**src/rtl/key_debounce.sv**
```systemverilog
// key_debounce: synchronises and debounces active-low push-button lines.
// Each key has a 2-flop synchroniser and a counter. A new level is accepted
// only after it has persisted for DEBOUNCE_CYCLES consecutive clocks.
// One-cycle press/release strobes are raised in the cycle key_stable changes.
// Optional macro KEY_IRQ_EN: adds sticky per-key press flags (key_pending),
// cleared by irq_ack, and an interrupt output irq = |key_pending.
module key_debounce #(
  parameter int unsigned N_KEYS          = 8,
  parameter int unsigned DEBOUNCE_CYCLES = 1000000,
  parameter int unsigned CNT_W           = 20
) (
  input  logic              clk,
  input  logic              reset_n,
  input  logic [N_KEYS-1:0] key_raw,
  output logic [N_KEYS-1:0] key_stable,
  output logic [N_KEYS-1:0] key_press,
  output logic [N_KEYS-1:0] key_release,
  input  logic              irq_ack,
  output logic [N_KEYS-1:0] key_pending,
  output logic              irq
);

  // Counter value that completes the debounce window.
  localparam logic [CNT_W-1:0] CNT_LAST = CNT_W'(DEBOUNCE_CYCLES - 1);

  logic [N_KEYS-1:0] sync1;
  logic [N_KEYS-1:0] sync2;

  // Two-flop synchroniser; idle level is released (1).
  always_ff @(posedge clk or negedge reset_n) begin
    if (!reset_n) begin
      sync1 <= '1;
      sync2 <= '1;
    end else begin
      sync1 <= key_raw;
      sync2 <= sync1;
    end
  end

  for (genvar g = 0; g < N_KEYS; g++) begin : gKey
    logic [CNT_W-1:0] cnt;
    logic             stableQ;
    logic             pressQ;
    logic             releaseQ;

    // Per-key debounce: count while sync2 differs, accept at the last count.
    always_ff @(posedge clk or negedge reset_n) begin
      if (!reset_n) begin
        cnt      <= '0;
        stableQ  <= 1'b1;
        pressQ   <= 1'b0;
        releaseQ <= 1'b0;
      end else begin
        pressQ   <= 1'b0;
        releaseQ <= 1'b0;
        if (sync2[g] == stableQ) begin
          cnt <= '0;
        end else if (cnt == CNT_LAST) begin
          cnt      <= '0;
          stableQ  <= sync2[g];
          pressQ   <= ~sync2[g];
          releaseQ <= sync2[g];
        end else begin
          cnt <= cnt + CNT_W'(1);
        end
      end
    end

    assign key_stable[g]  = stableQ;
    assign key_press[g]   = pressQ;
    assign key_release[g] = releaseQ;
  end

`ifdef KEY_IRQ_EN
  // Sticky press flags; a new press wins over a simultaneous acknowledge.
  always_ff @(posedge clk or negedge reset_n) begin
    if (!reset_n) begin
      key_pending <= '0;
      irq         <= 1'b0;
    end else begin
      key_pending <= (key_pending & ~{N_KEYS{irq_ack}}) | key_press;
      irq         <= |key_pending;
    end
  end
`else
  // Interrupt feature absent: outputs tied off, acknowledge ignored.
  logic unusedIrqAck;
  assign unusedIrqAck = irq_ack;
  assign key_pending  = '0;
  assign irq          = 1'b0;
`endif

endmodule

```
**config.mk**
```make
export PLATFORM = sky130hd
export DESIGN_NAME = key_debounce
export DESIGN_NICKNAME = d
export VERILOG_FILES = /design/src/rtl/key_debounce.sv
export SDC_FILE = /design/constraint.sdc
export NUM_CORES = 1
export LEC_CHECK = 0
export ABC_AREA = 1
export BUFFER_PORTS_ARGS = -buffer_cell sky130_fd_sc_hd__buf_2
export CAP_MARGIN = 20
export CELL_PAD_IN_SITES_DETAIL_PLACEMENT = 1
export CELL_PAD_IN_SITES_GLOBAL_PLACEMENT = 1
export CORE_MARGIN = 2
export CORE_UTILIZATION = 42
export CTS_CLUSTER_DIAMETER = 100
export DETAILED_ROUTE_END_ITERATION = 8
export HOLD_SLACK_MARGIN = 0.05
export PLACE_DENSITY = 0.83
export SYNTH_ARGS = -nofsm -noshare
export SYNTH_HDL_FRONTEND = slang
export SYNTH_SLANG_ARGS = --single-unit
```
**constraint.sdc**
```tcl
create_clock -name clk -period 1.2 [get_ports clk]
set_input_delay 0.12 -clock clk [delete_from_list [all_inputs] [get_ports clk]]
set_output_delay 0.12 -clock clk [all_outputs]
set_load 0.005 [all_outputs]
```
==> metrics.csv, run 1 <==
stage,metric,value,unit
floorplanning,io_pins,44,
clock_network,clock-sinks,200,
run_status,flow.stopped_at,5_1_grt,
clock_network,clock_path_buffers,2,
global_routing,gr-total-overflow,318,
logic_synthesis,synth_top_area_share,41.0,%
floorplanning,start_util,42.7,%
placed_design,dp_slack,-0.267,ns
placed_design,dp_hpwl,25000,um
global_routing,grt_max_degree,40,
logic_synthesis,ys_seq_area_share,46.9,%
clock_network,cts-root-buf,clkbuf_16,
placed_design,io_buffer_count,33,
run_status,error,[ERROR GRT-0232] Routing congestion too high. Check the congestion heatmap in the GUI.,
sta,worst-ep-kind,register input,
logic_synthesis,synthTopCellsByArea,"dfrtp_1 41%, nor2_1 12%, nand2_1 7.5%",
run_status,status,aborted with a tool error,
clock_network,numCtsBuffers,17,
floorplanning,die_height,164,um
floorplanning,rows,58,
sta,crit_endpoint,gKey[4].cnt[18]$_DFF_PN0_/D,
logic_synthesis,yosys.area.top_type,dfrtp_1,
logic_synthesis,ys_seq_elements,200,
logic_synthesis,synth_cells,1354,
logic_synthesis,ys_warn_count,0,
floorplanning,fp.dieW,164,um
logic_synthesis,synth_cell_types,29,
global_routing,grt_usage,82.6,%
logic_synthesis,syn_area,10700,sq um
placed_design,globalplace.congestion,0.843,
logic_synthesis,avgSynthCellArea,7.94,sq um
clock_network,cts-htree-levels,4,
placed_design,dp.cells,1930,
routing by layer:
layer  overflow  GRT usage [%]
met3          4           69.1
met5          0           21.6
met1          1           81.1
met2        192           98.3
met4        121           87.4
what timing repair did:
action                     in CTS
buffers inserted               74
pin swaps                     141
gates cloned                    6
gates resized for setup       440
hold buffers                    9
hold endpoints to repair      188
setup endpoints to repair     185
Yosys cell counts:
cell        n
inv_1     138
a21oi_1    26
o21bai_1   15
nand3b_1   10
nand4_1    21
ha_1        8
dfrtp_1   176
buf_2       2
nand3_1   114
xnor2_1    32
inv_2       2
nor2_1    351
nand3_4     6
o21ai_0    12
nand2_4     4
nor3b_1     1
nor3_2      2
and2_1      2
nor2_2     36
nor3_1     31
nand2_1   215
nand2_2    22
conb_1      1
xor2_1     46
nand3_2     9
buf_4      33
o21ai_1     5
nor2_4     10
dfstp_2    24
per-stage QoR:
step	cell area [sq um]	util (%)
2_1_floorplan	11000	-
3_3_place_gp	13200	52.5
3_5_place_dp	13200	52.5
4_1_cts	16100	64.0
cells by family after synthesis:
kind of cell	share of synthesized area (%)
and+or+nand+nor	35.5
DFF	46.9
buffers and inverters	7.29
xor gates and xnor gates	6.36
AOI/OAI and AO/OA	3.05
adders and majority gates	0.932
other	0.0349
==> run 2, diff against run 1 <==
CELL_PAD_IN_SITES_DETAIL_PLACEMENT = default   (was 1)
CELL_PAD_IN_SITES_GLOBAL_PLACEMENT = default   (was 1)
CORE_UTILIZATION = 40   (was 42)
CTS_CLUSTER_DIAMETER = default   (was 100)
HOLD_SLACK_MARGIN = default   (was 0.05)
PLACE_DENSITY = default   (was 0.83)
PLACE_DENSITY_LB_ADDON = 0.15   (was default)
clock period = 1.6 ns   (was 1.2 ns; I/O delays follow)
==> metrics.csv, run 2 <==
stage,metric,value,unit,change
worst_setup_path,r2r_setup_slack,0.11,ns,
logic_synthesis,ys_seq_elements,200,,unchanged
cells_and_area,fillers,2544,,
sta,fmaxAchievable,0.670,GHz,
clock_network,cts-root-buf,clkbuf_16,,unchanged
logic_synthesis,synthTopCellsByArea,"dfrtp_1 41%, nor2_1 12%, nand2_1 7.5%",,unchanged
detailed_routing,wl,21100,um,
detailed_routing,wl_per_cell,12.1,um,
detailed_routing,drc,0,,
logic_synthesis,avgSynthCellArea,7.94,sq um,unchanged
worst_setup_path,critical_path_arrival,1.81,ns,
sta,setup-violations-final,0,,
clock_network,clock_latency,0.44,ns,
worst_setup_path,critPathRequiredTime,1.92,ns,
worst_setup_path,crit_path_start_kind,register,,
worst_setup_path,r2r-start,gKey[0].cnt[0],,
clock_network,cts-htree-levels,4,,unchanged
worst_setup_path,critPathLaunch,gKey[0].cnt[0],,
worst_setup_path,endpoint,gKey[0].releaseQ,,
global_routing,antenna_found_initial,0,,
logic_synthesis,synthArstFlopShare,100,%,unchanged
cells_and_area,layout_commonest_cell,nor2_1,,
floorplanning,fp.dieW,168,um,was 164 um
detailed_routing,ant_nets,0,,
clock_network,numCtsBuffers,17,,unchanged
worst_setup_path,path_max_fanout,8,,
clock_network,path_clk_slew,0.08,ns,
logic_synthesis,syn_area,10700,sq um,unchanged
clock_network,clock_path_buffers,2,,unchanged
placed_design,place_area,11300,sq um,was 13200 sq um
logic_synthesis,ys.flop_type,dfrtp_1,,unchanged
clock_network,clock-sinks,200,,unchanged
sta,finalCriticalPeriod,1.49,ns,
global_routing,grt_usage,16.0,%,
logic_synthesis,ys_warn_count,0,,unchanged
detailed_routing,viasPerCell,4.72,,
floorplanning,io_pins,44,,unchanged
floorplanning,start_util,41.0,%,was 42.7%
sta,skew,0.0205,ns,
pwr,p_per_area,848,nW/um^2,
cells_and_area,regMostFlops,gKey.cnt,,
cells_and_area,final_cell_area,12000,sq um,
cells_and_area,layout_common_cells,"348 x nor2_1, 215 x nand2_1, 176 x dfrtp_1",,
sta,finalHoldViolCount,0,,
global_routing,grt_pass1_wl,37500,um,
clock_network,cts_tree,done,,
cells_and_area,antenna_cells,0,,
worst_setup_path,ff2ff_path_depth,5,,
logic_synthesis,ys_seq_area_share,46.9,%,unchanged
worst_setup_path,worstSetupPathType,reg2reg,,
global_routing,first_global_vias,8050,,
cells_and_area,largest_reg_flops,160,,
logic_synthesis,yosys.area.top_type,dfrtp_1,,unchanged
cells_and_area,final_nets,1419,,
placed_design,io_buffer_count,33,,unchanged
floorplanning,coreArea,26200,sq um,
worst_setup_path,r2r-end,gKey[0].releaseQ,,
detailed_routing,vias,8258,,
pwr,finalPower,10.2,mW,
detailed_routing,drt_pass1_iterations,4,,
sta,fin_crit_sh,93.3,%,
pwr,p_leak,5.27,nW,
placed_design,dp_hpwl,15500,um,was 25000 um
logic_synthesis,synth_cells,1354,,unchanged
worst_setup_path,crit_path_end_kind,register,,
cells_and_area,drive_gt1_share,13.7,%,
clock_network,postCtsSetupRepairBufs,0,,was 74
global_routing,gr-total-overflow,0,,
logic_synthesis,synth_edf_count,0,,unchanged
global_routing,grt_max_degree,55,,
logic_synthesis,synth_top_area_share,41.0,%,unchanged
logic_synthesis,synth_most_common_cell,nor2_1,,unchanged
floorplanning,die_height,168,um,was 164 um
floorplanning,dieArea,28200,sq um,
hold_path,min_path_type,in2async,,
cells_and_area,areaGrowthSynthToFinish,11.9,%,
run_status,status,"finished, final reports clean",,was aborted with a tool error
placed_design,globalplace.congestion,0.870,,was 0.843
floorplanning,rows,59,,was 58
logic_synthesis,synth_cell_types,29,,unchanged
detailed_routing,dr.first_iter.drc_count,516,,
flow_run,drv_cap,0,,
pwr,vdd_drop_max,0.493,mV,
logic_synthesis,yosys-top-cells-count,"351 x nor2_1, 215 x nand2_1, 176 x dfrtp_1, 138 x inv_1, 114 x nand3_1",,unchanged
sta,finalMaxSlewViolations,0,,
sta,rsz0062_at_grt,true,,
run 2: cell counts after synthesis:
Identical to the previous run, type by type.
run 2: worst min path at each step:
| stage | start | to | cells after the start |
|---|---|---|---|
| floorplan | reset_n | gKey[0].cnt[0] | 0 |
| global placement | reset_n | gKey[2].cnt[16] | 1 |
| detailed placement | reset_n | gKey[2].cnt[15] | 1 |
| CTS | reset_n | gKey[2].cnt[15] | 2 |
| global route | reset_n | gKey[2].cnt[16] | 2 |
| finish | reset_n | gKey[2].cnt[15] | 2 |
run 2: layout make-up:
| type | instances | area (sq um) | share of cell area (%) |
|---|---|---|---|
| clock buffers | 22 | 464 | 3.86 |
| clock inverters | 10 | 170 | 1.42 |
| inverters | 140 | 526 | 4.37 |
| multi-input cells | 987 | 5000 | 41.6 |
| flip-flops and latches | 200 | 5030 | 41.9 |
| well taps | 335 | 419 | 3.49 |
| repair buffers | 54 | 405 | 3.37 |
run 2: cells by family (layout without fill, tap and decap cells):
group | count (synthesis) | in the layout | share of synthesized area (%)
AOI/OAI and AO/OA | 58 | 58 | 3.05
other | 1 | 9 | 0.0349
xor gates and xnor gates | 78 | 78 | 6.36
and+or+nand+nor | 834 | 834 | 35.5
buffers and inverters | 175 | 226 | 7.29
DFF | 200 | 200 | 46.9
adders and majority gates | 8 | 8 | 0.932
run 2: worst max-delay path, stage by stage (launching register included):
cell	delay, ns
dfrtp_1	0.38
ha_1	0.23
nand3_2	0.18
nor2_4	0.20
nand3_4	0.16
nor3_2	0.25
run 2: report_power, final:
part / total [mW] / internal (mW) / switching (mW)
Combinational: 0.382 / 0.123 / 0.259
Clock: 4.62 / 2.72 / 1.89
Sequential: 5.19 / 5.14 / 0.0518
Total: 10.2 / 7.99 / 2.21
run 2: through the flow:
step | utilization (%) | std cells | hold slack [ns] | TNS [ns] | setup slack, ns
2_1_floorplan | - | 1362 | -0.136 | 0 | 0.295
3_5_place_dp | 42.9 | 1707 | -0.00232 | -0.000916 | -0.000916
6_report | 45.9 | 1748 | 0.128 | 0 | 0.108
5_1_grt | 45.9 | 1748 | 0.116 | -0.0295 | -0.0136
4_1_cts | 45.7 | 1748 | 0.111 | 0 | 0.000531
3_3_place_gp | 42.9 | 1707 | -0.00348 | 0 | 0.0132
run 2: what timing repair did:
item | 4_1_cts | 5_1_grt
hold buffers | 9 | 0
endpoints found under the hold margin | 187 | 0
endpoints found under the setup margin | 8 | 41
gates resized for setup | 2 | 9
run 2: per-layer routing:
layer / vias to the layer above / part of all wire (%) / track usage (%)
met5: - / 0 / 0
met4: 0 / 1.3 / 4.50
met3: 19 / 2.5 / 2.94
met2: 89 / 45 / 25.3
met1: 3841 / 51 / 22.5
li1: 4309 / - / -
No activity file was read; power rests on OpenSTA's default activity.
